--- config.mk ---
export PLATFORM = sky130hd
export DESIGN_NAME = vdu_vtiming
export DESIGN_NICKNAME = d
export VERILOG_FILES = /design/src/rtl/vdu_pkg.sv /design/src/rtl/vdu_wrap_cnt.sv /design/src/rtl/vdu_vtiming.sv
export SDC_FILE = /design/constraint.sdc
export NUM_CORES = 1
export LEC_CHECK = 0
export CELL_PAD_IN_SITES_DETAIL_PLACEMENT = 2
export CELL_PAD_IN_SITES_GLOBAL_PLACEMENT = 2
export CORE_UTILIZATION = 30
export CTS_CLUSTER_SIZE = 12
export DETAILED_ROUTE_END_ITERATION = 12
export PLACE_DENSITY_LB_ADDON = 0.1
export SYNTH_ARGS = -nofsm -noshare
export SYNTH_HDL_FRONTEND = slang
export SYNTH_HIERARCHICAL = 1
export SYNTH_SLANG_ARGS = --single-unit
--- constraint.sdc ---
create_clock -name clk -period 4 [get_ports clk]
set_input_delay 1 -clock clk [delete_from_list [all_inputs] [get_ports clk]]
set_output_delay 1 -clock clk [all_outputs]
set_load 0.03 [all_outputs]
--- src/rtl/vdu_pkg.sv ---
// Shared definitions for the VDU vertical timing block.
//   vstate_e  : vertical display state (blanked or showing character rows)
//   DEF_*     : default timing constants (14-line rows, 16 visible rows,
//               22-row 50 Hz frame, 19-row 60 Hz frame)
//   max_u     : elaboration-time helper for sizing the row counter
package vdu_pkg;

  typedef enum logic {
    VBLANK = 1'b0,
    ACTIVE = 1'b1
  } vstate_e;

  localparam int unsigned DEF_LINES_PER_ROW = 14;
  localparam int unsigned DEF_VIS_ROWS      = 16;
  localparam int unsigned DEF_TOP_BLANK     = 5;
  localparam int unsigned DEF_TOTAL_50      = 22;
  localparam int unsigned DEF_TOTAL_60      = 19;
  localparam int unsigned DEF_TOP_ROW       = 15;
  localparam int unsigned DEF_VSYNC_ROW     = 1;
  localparam int unsigned DEF_VSYNC_LEN     = 1;

  function automatic int unsigned max_u(input int unsigned a, input int unsigned b);
    return (a > b) ? a : b;
  endfunction

endpackage

--- src/rtl/vdu_wrap_cnt.sv ---
// Wrap-around counter with enable.
//   clk, rst_n : clock, asynchronous active-low reset (clears count)
//   en_i       : advance the count this cycle
//   wrap_i     : last value before returning to 0
//   count_o    : current count
//   carry_o    : high in the enabled cycle that wraps the count to 0
module vdu_wrap_cnt #(
  parameter int unsigned W = 4
) (
  input  logic         clk,
  input  logic         rst_n,
  input  logic         en_i,
  input  logic [W-1:0] wrap_i,
  output logic [W-1:0] count_o,
  output logic         carry_o
);

  logic [W-1:0] count_q;
  logic [W-1:0] count_d;
  logic         wrap_hit;

  // >= rather than == so a count left above a newly shortened wrap value
  // still returns to 0 instead of running around the full range.
  always_comb begin
    wrap_hit = en_i && (count_q >= wrap_i);
    count_d  = count_q;
    if (wrap_hit) begin
      count_d = '0;
    end else if (en_i) begin
      count_d = count_q + W'(1);
    end
  end

  always_ff @(posedge clk or negedge rst_n) begin
    if (!rst_n) begin
      count_q <= '0;
    end else begin
      count_q <= count_d;
    end
  end

  assign count_o = count_q;
  assign carry_o = wrap_hit;

endmodule

--- src/rtl/vdu_vtiming.sv ---
// Vertical timing generator for a character-cell video display.
// Counts scanlines within character rows and rows within a frame, advancing
// once per hs_tick, and produces registered blanking/sync/address outputs.
//   clk         : system clock
//   rst_n       : asynchronous active-low reset
//   hs_tick     : one-clk pulse at the end of each scanline
//   mode60      : frame-rate select (1 = 60 Hz), taken at each frame boundary
//   vblank_n    : high while a displayed row is being scanned
//   vsync_n     : low during the vertical sync rows
//   row         : character row address of the displayed row
//   line        : scanline within the displayed row
//   frame_start : one-clk pulse when the frame returns to row 0, line 0
module vdu_vtiming
  import vdu_pkg::*;
#(
  parameter int unsigned LINES_PER_ROW = DEF_LINES_PER_ROW,
  parameter int unsigned VIS_ROWS      = DEF_VIS_ROWS,
  parameter int unsigned TOP_BLANK     = DEF_TOP_BLANK,
  parameter int unsigned TOTAL_50      = DEF_TOTAL_50,
  parameter int unsigned TOTAL_60      = DEF_TOTAL_60,
  parameter int unsigned TOP_ROW       = DEF_TOP_ROW,
  parameter int unsigned VSYNC_ROW     = DEF_VSYNC_ROW,
  parameter int unsigned VSYNC_LEN     = DEF_VSYNC_LEN
) (
  input  logic                             clk,
  input  logic                             rst_n,
  input  logic                             hs_tick,
  input  logic                             mode60,
  output logic                             vblank_n,
  output logic                             vsync_n,
  output logic [$clog2(VIS_ROWS)-1:0]      row,
  output logic [$clog2(LINES_PER_ROW)-1:0] line,
  output logic                             frame_start
);

  localparam int unsigned LW = $clog2(LINES_PER_ROW);
  localparam int unsigned VW = $clog2(VIS_ROWS);
  localparam int unsigned RW = $clog2(max_u(TOTAL_50, TOTAL_60));

  localparam logic [LW-1:0] LINE_LAST = LW'(LINES_PER_ROW - 1);
  localparam logic [RW-1:0] WRAP_50   = RW'(TOTAL_50 - 1);
  localparam logic [RW-1:0] WRAP_60   = RW'(TOTAL_60 - 1);
  localparam logic [RW-1:0] ROW_FIRST = RW'(TOP_BLANK);
  localparam logic [RW-1:0] ROW_END   = RW'(TOP_BLANK + VIS_ROWS);
  localparam logic [VW-1:0] ROW_INIT  = VW'(TOP_ROW % VIS_ROWS);
  localparam logic [VW-1:0] ROW_LAST  = VW'(VIS_ROWS - 1);

  // The display must fit in the longer frame. The shorter (60 Hz) frame may
  // cut the display short; the wrap to row 0 then ends ACTIVE early.
  if ((LINES_PER_ROW < 2) || (LINES_PER_ROW > 32) ||
      (VIS_ROWS < 2) || (VIS_ROWS > 32) ||
      (TOP_BLANK + VIS_ROWS > max_u(TOTAL_50, TOTAL_60))) begin : g_bad_params
    $error("vdu_vtiming: parameter set does not fit the frame");
  end

  logic [LW-1:0] line_cnt;
  logic [LW-1:0] line_next;
  logic          line_carry;
  logic [RW-1:0] row_cnt;
  logic [RW-1:0] row_next;
  logic          row_carry;
  logic [RW-1:0] row_wrap;
  logic [31:0]   row_next_w;

  vstate_e       state_q, state_d;
  logic          mode60_q;
  logic          vblank_n_q, vblank_n_d;
  logic          vsync_n_q, vsync_n_d;
  logic [VW-1:0] row_q, row_d;
  logic [LW-1:0] line_q, line_d;
  logic          frame_start_q, frame_start_d;

  assign row_wrap = mode60_q ? WRAP_60 : WRAP_50;

  vdu_wrap_cnt #(.W(LW)) u_line_cnt (
    .clk     (clk),
    .rst_n   (rst_n),
    .en_i    (hs_tick),
    .wrap_i  (LINE_LAST),
    .count_o (line_cnt),
    .carry_o (line_carry)
  );

  vdu_wrap_cnt #(.W(RW)) u_row_cnt (
    .clk     (clk),
    .rst_n   (rst_n),
    .en_i    (line_carry),
    .wrap_i  (row_wrap),
    .count_o (row_cnt),
    .carry_o (row_carry)
  );

  // Outputs are registered from the counters' next values so they change
  // in the same clk as the counters themselves.
  always_comb begin
    line_next = line_cnt;
    if (line_carry) begin
      line_next = '0;
    end else if (hs_tick) begin
      line_next = line_cnt + LW'(1);
    end
    row_next = row_cnt;
    if (row_carry) begin
      row_next = '0;
    end else if (line_carry) begin
      row_next = row_cnt + RW'(1);
    end
  end

  assign row_next_w = 32'(row_next);

  always_comb begin
    state_d = state_q;
    if (line_carry) begin
      case (state_q)
        VBLANK: if (row_next == ROW_FIRST) state_d = ACTIVE;
        ACTIVE: if (row_carry || (row_next == ROW_END)) state_d = VBLANK;
      endcase
    end

    vblank_n_d = (state_d == ACTIVE);
    line_d     = '0;
    row_d      = '0;
    if (state_d == ACTIVE) begin
      line_d = line_next;
      // Row address is a separate modulo counter seeded on display entry,
      // avoiding a general modulo of the frame row count.
      if (state_q == VBLANK) begin
        row_d = ROW_INIT;
      end else if (line_carry) begin
        row_d = (row_q == ROW_LAST) ? '0 : row_q + VW'(1);
      end else begin
        row_d = row_q;
      end
    end

    vsync_n_d     = !((row_next_w >= VSYNC_ROW) && (row_next_w < VSYNC_ROW + VSYNC_LEN));
    frame_start_d = row_carry;
  end

  always_ff @(posedge clk or negedge rst_n) begin
    if (!rst_n) begin
      state_q       <= VBLANK;
      mode60_q      <= 1'b0;
      vblank_n_q    <= 1'b0;
      vsync_n_q     <= 1'b1;
      row_q         <= '0;
      line_q        <= '0;
      frame_start_q <= 1'b0;
    end else begin
      state_q       <= state_d;
      if (row_carry) begin
        mode60_q <= mode60;
      end
      vblank_n_q    <= vblank_n_d;
      vsync_n_q     <= vsync_n_d;
      row_q         <= row_d;
      line_q        <= line_d;
      frame_start_q <= frame_start_d;
    end
  end

  assign vblank_n    = vblank_n_q;
  assign vsync_n     = vsync_n_q;
  assign row         = row_q;
  assign line        = line_q;
  assign frame_start = frame_start_q;

endmodule

After elaboration in Yosys (flattened, before gate mapping)
Cells that the tools add are included.

operators by class
  $lt $le $gt $ge = 4
  shift-type cells = 0
  bitwise gates (word level) = 1
  $add $sub $neg = 3
  mux-type cells = 14
  equality and inequality tests = 4
  reduce and logical (&&, ||, !) cells = 5
  divide/modulo/power cells = 0
  multiply operators = 0

operator list
  kind                 count
  $mux 4               7
  $mux 5               2
  $add 4x1->4 const B  2
  $add 5x1->5 const B  1
  $eq 5x3->1 const B   1
  $eq 5x5->1 const B   1
  $ge 5x1->1 const B   1
  $ge 5x5->1           1
  $lt 5x2->1 const B   1
  $eq 4x4->1 const B   1
  $ge 4x4->1 const B   1
  $logic_and 1x1->1    3
  $mux 1               3
  $mux 3               1
  $ne 3x2->1 const B   1
  $pmux 1 s2           1
  $logic_not 1->1      1
  $logic_or 1x1->1     1
  $not 1->1            1

word-level totals
  memories kept = 0
  bits in latches = 0
  logic and storage cells = 39
  output and inout port bits = 11
  bits in writable memories = 0
  register bits after elaboration = 21
  bits in read-only memories = 0
  bits of input ports = 4

Longest topological paths before layout
  depth in word-level cells = 10
  depth in mapped cells = 11
  gate-level depth less buffers = 11

Modules after synthesis
The synthesis kept the hierarchy.

modules (own cells, without submodules)
  module                     area an instance (um2)  seq. area each (um2)  cells an instance  times used
  vdu_vtiming                710.7                   301.5                 73                 1
  vdu_wrap_cnt (u_row_cnt)   374.1                   125.1                 41                 1
  vdu_wrap_cnt (u_line_cnt)  301.5                   100.1                 33                 1

Least setup slack after synthesis
OpenSTA, ideal clock, no wires.

  path kind = input -> register
  start point = input hs_tick
  end point = register row_q[0], in the netlist row[0]
  arrival time = 2688 ps
  path buffers = 2
  cell stages on the path = 7
  library setup time = 74 ps
  data required time = 3926 ps
  setup slack = 1238 ps
  path through = buf_2 and2_1 buf_2 and2_1 or4_4 mux2_4 o21ai_2

on the way
  word-level cells in the longest chain between the ends = 9
  elaborated cells on any way between the ends = 13
  those cells by class = eq/ne: 3; mux: 7; reduce/logical: 3

RTL lines
  what                                                          line                source
  from (decl)                                                   vdu_vtiming.sv:27   input logic hs_tick,
  $logic_and 1x1->1 *                                           vdu_wrap_cnt.sv:25  wrap_hit = en_i && (count_q >= wrap_i);
  named net line_carry                                          vdu_vtiming.sv:58   logic line_carry;
  $logic_and 1x1->1 *                                           vdu_wrap_cnt.sv:25
  named net frame_start_d                                       vdu_vtiming.sv:71   logic frame_start_q, frame_start_d;
  $mux 5                                                        vdu_vtiming.sv:103  if (row_carry) begin
  $eq 5x5->1                                                    vdu_vtiming.sv:117  ACTIVE: if (row_carry || (row_next == ROW_END)) state_d = VBLANK;
  $logic_or 1x1->1                                              vdu_vtiming.sv:117
  $mux 1                                                        vdu_vtiming.sv:117
  $pmux 1 s2 *                                                  vdu_vtiming.sv:115  case (state_q)
  $mux 1 *                                                      vdu_vtiming.sv:114  if (line_carry) begin
  $ne 3x2->1 (no source line) / $mux 4 (equally long branches)  --
  to (signal assigned)                                          vdu_vtiming.sv:157  row_q <= row_d;
  to (decl)                                                     vdu_vtiming.sv:69   logic [VW-1:0] row_q, row_d;

Mark *: on every way through the listed nets, which the timed path passes. The rest lies on a longest branch.
A chain may end at the register's enable or synchronous reset.

Worst setup path after layout
  start point = register u_line_cnt.count_q[0], in the netlist u_line_cnt/count_o[0]
  end point = register row_q[0], in the netlist row[0]

on the way
  word-level cells in the longest chain between the ends = 10
  elaborated cells on any way between the ends = 14
  those cells by class = order compare: 1; eq/ne: 3; mux: 7; reduce/logical: 3

RTL lines
  what                                                          line                source
  from (decl)                                                   vdu_wrap_cnt.sv:18  logic [W-1:0] count_q;
  from (signal assigned)                                        vdu_wrap_cnt.sv:38  count_q <= count_d;
  $ge 4x4->1 *                                                  vdu_wrap_cnt.sv:25
  $logic_and 1x1->1 *                                           vdu_wrap_cnt.sv:25
  named net line_carry                                          vdu_vtiming.sv:58
  $logic_and 1x1->1 *                                           vdu_wrap_cnt.sv:25
  named net frame_start_d                                       vdu_vtiming.sv:71
  $mux 5                                                        vdu_vtiming.sv:103
  $eq 5x5->1                                                    vdu_vtiming.sv:117
  $logic_or 1x1->1                                              vdu_vtiming.sv:117
  $mux 1                                                        vdu_vtiming.sv:117
  $pmux 1 s2 *                                                  vdu_vtiming.sv:115
  $mux 1 *                                                      vdu_vtiming.sv:114
  $ne 3x2->1 (no source line) / $mux 4 (equally long branches)  --

Marked as above.

==> results.toml <==
[outcome]
status = "finished clean"

[sta]
hold_viol_final = 0
period_minus_slack_ns = 3.06
maxSlewViolCount = 0
finalSetupTns_ns = 0
skew_ns = 0.00402
setup_viol_count_final = 0
finalCritPeriodShare = 0.765
worst_pin_slew_ns = 0.986
maxSlewHeadroom = 0.341
rsz0062_at_grt = "no"
worst_slack_ns = 0.939
fmax_ghz = 0.327

[layout]
design_area_um2 = 1650
nets = 187
diodes = 0
layout-drive-gt1-share = 0.0952
flow.area_growth_from_synthesis_pct = 18.7
fin_util = 0.375

[cts]
cts_sinks = 21
postCtsSetupBuffers = 0
cts_tree = "built"
cts_root_buffer = "clkbuf_8"
cts_resized = 0
cts_hold_buffers = 0
ctsLongestPathBuffers = 2
clk_latency_ns = 0.26
clk_pin_slew_worst_paths_ns = 0.08
numCtsBuffers = 3
h-tree-depth = 1

[synth]
yosys-top-cells-area = "dfrtp_1, ha_1, inv_1"
synthArstFlopShare = 1.00
synth-seq-area-share = 0.380
synth_commonest_cells = "dfrtp_1, inv_1, ha_1"
synth_top_area_share = 0.361
synth-edff-count = 0
synthDistinctLibCells = 36
synth_ff_type = "dfrtp_1"
syn_area_um2 = 1390
synth.avg_cell_area_um2 = 9.43
yosys_warnings = 6
netlist_instances = 147
yosysTopAreaCell = "dfrtp_1"
synth_seq_cells = 21
yosysMostFrequentCell = "dfrtp_1"

[routing]
drt_first_pass_iters = 4
wl_met3_um = 58
drt_wl_total_um = 3430
first_iter_violations = 14
wl_met1_um = 1540
ant_nets = 0
wl_per_cell_um = 15.6
via_per_inst = 5.09
drc = 0
top_layer = "met4"
wl_met2_um = 1760
via_count = 1119

[critical_path]
endpoint_kind = "flop"
worstPathMaxFanout = 16
worstPathArrival_ns = 3.26
cp_data_required_time_ns = 4.19
start_kind = "flop"
crit_type = "reg -> reg"

[die]
row_count = 24
fp.dieH_um = 70.0
die_w_um = 70.0
pin_count = 15
core_um2 = 4380
dieArea_um2 = 4900
initial_utilization = 0.316

[pwr]
ir_drop_v = 0.000174
power.total_mw = 1.19
power.density_nw_per_um2 = 722
p_leak_nw = 0.772

[placement]
port_buffers = 14
place_hpwl_um = 2760
dp_worst_setup_slack_ns = 0.728
gp_congestion = 0.683
placed_area_um2 = 1600

[hold_path]
min_path_type = "reg -> reg"

[global_route]
grt_pass1_vias = 1225
grt_pass1_wl_um = 6090
grt_overflow = 0
antenna_found_initial = 0
grt_max_degree = 22
grt.total_usage = 0.161

[flow_run]
max_cap_viol_count = 0
## where the power goes
group	internal, mW	switching, mW	leakage (nW)
clock network	0.0710	0.0709	0.0228
logic	0.272	0.362	0.480
registers	0.289	0.122	0.270
## worst paths after layout
| path | cells after the start | end | from | slack [ns] |
|---|---|---|---|---|
| min in group asynchronous | 1 | row[1] | rst_n | 1.28 |
| min | 2 | row[3] | row[3] | 0.59 |
| min reg2reg | 2 | row[3] | row[3] | 0.59 |
| max | 10 | row[0] | u_line_cnt/count_o[0] | 0.94 |
| max in group asynchronous | 1 | u_line_cnt/count_o[2] | rst_n | 2.12 |
| max reg2reg | 10 | row[0] | u_line_cnt/count_o[0] | 0.94 |
## state kept, by name, summed over array words and instances (netlist names)
name / cells
frame_start: 1
u_row_cnt/count_o: 5
vblank_n: 1
line: 4
u_line_cnt/count_o: 4
row: 4
mode60_q: 1
vsync_n: 1
## cell usage in the layout (no fill, tap or decap), types with 4 or more instances in the layout
cell type and n:
dfrtp_1 20, inv_1 15, ha_1 14, clkdlybuf4s50_1 14
nand2_1 13, nor2_1 13, xor2_1 6, a21oi_1 6
conb_1 6, o21ai_2 5, xnor2_1 4, nand4_1 4
## stage by stage
stage / hold WS [ns] / std cells
4_1_cts: 0.602 / 220
3_5_place_dp: 0.582 / 216
5_1_grt: 0.640 / 220
6_report: 0.591 / 220
3_3_place_gp: 0.565 / 216
2_1_floorplan: 0.530 / 151
## layer usage
metal,track usage,vias up
li1,-,544
met2,0.282,13
met5,0,-
met1,0.201,558
met3,0.0130,4
met4,0.0733,0
## worst max-delay path, cell delays in order, from the launching register on
cell and delay [ns]:
dfrtp_1 0.46, inv_1 0.13, ha_1 0.24, nor3b_2 0.22
o21ai_2 0.15, and2_1 0.27, buf_4 0.22, and2_1 0.24
or4_4 0.58, mux2_4 0.35, o21ai_2 0.14
## cell type report
| cell class | instances | area (µm²) |
|---|---|---|
| clock buffers | 4 | 45.0 |
| inverters | 15 | 56.3 |
| fillers | 490 | 2740 |
| multi-input cells | 112 | 797 |
| well taps | 52 | 65.1 |
| flip-flops and latches | 21 | 527 |
| repair buffers | 16 | 155 |
## cells by family after synthesis
group                    count (synthesis)  share of synthesized area
AO/OA/AOI/OAI                           31                      0.152
XOR/XNOR                                10                     0.0632
adder cells (fa/ha/maj)                 14                      0.126
buffers and inverters                   18                     0.0560
flip-flops                              21                      0.380
multiplexers                             4                     0.0325
other                                    2                    0.00542
AND/OR/NAND/NOR                         47                      0.185
(Power assumes the default switching activity.)
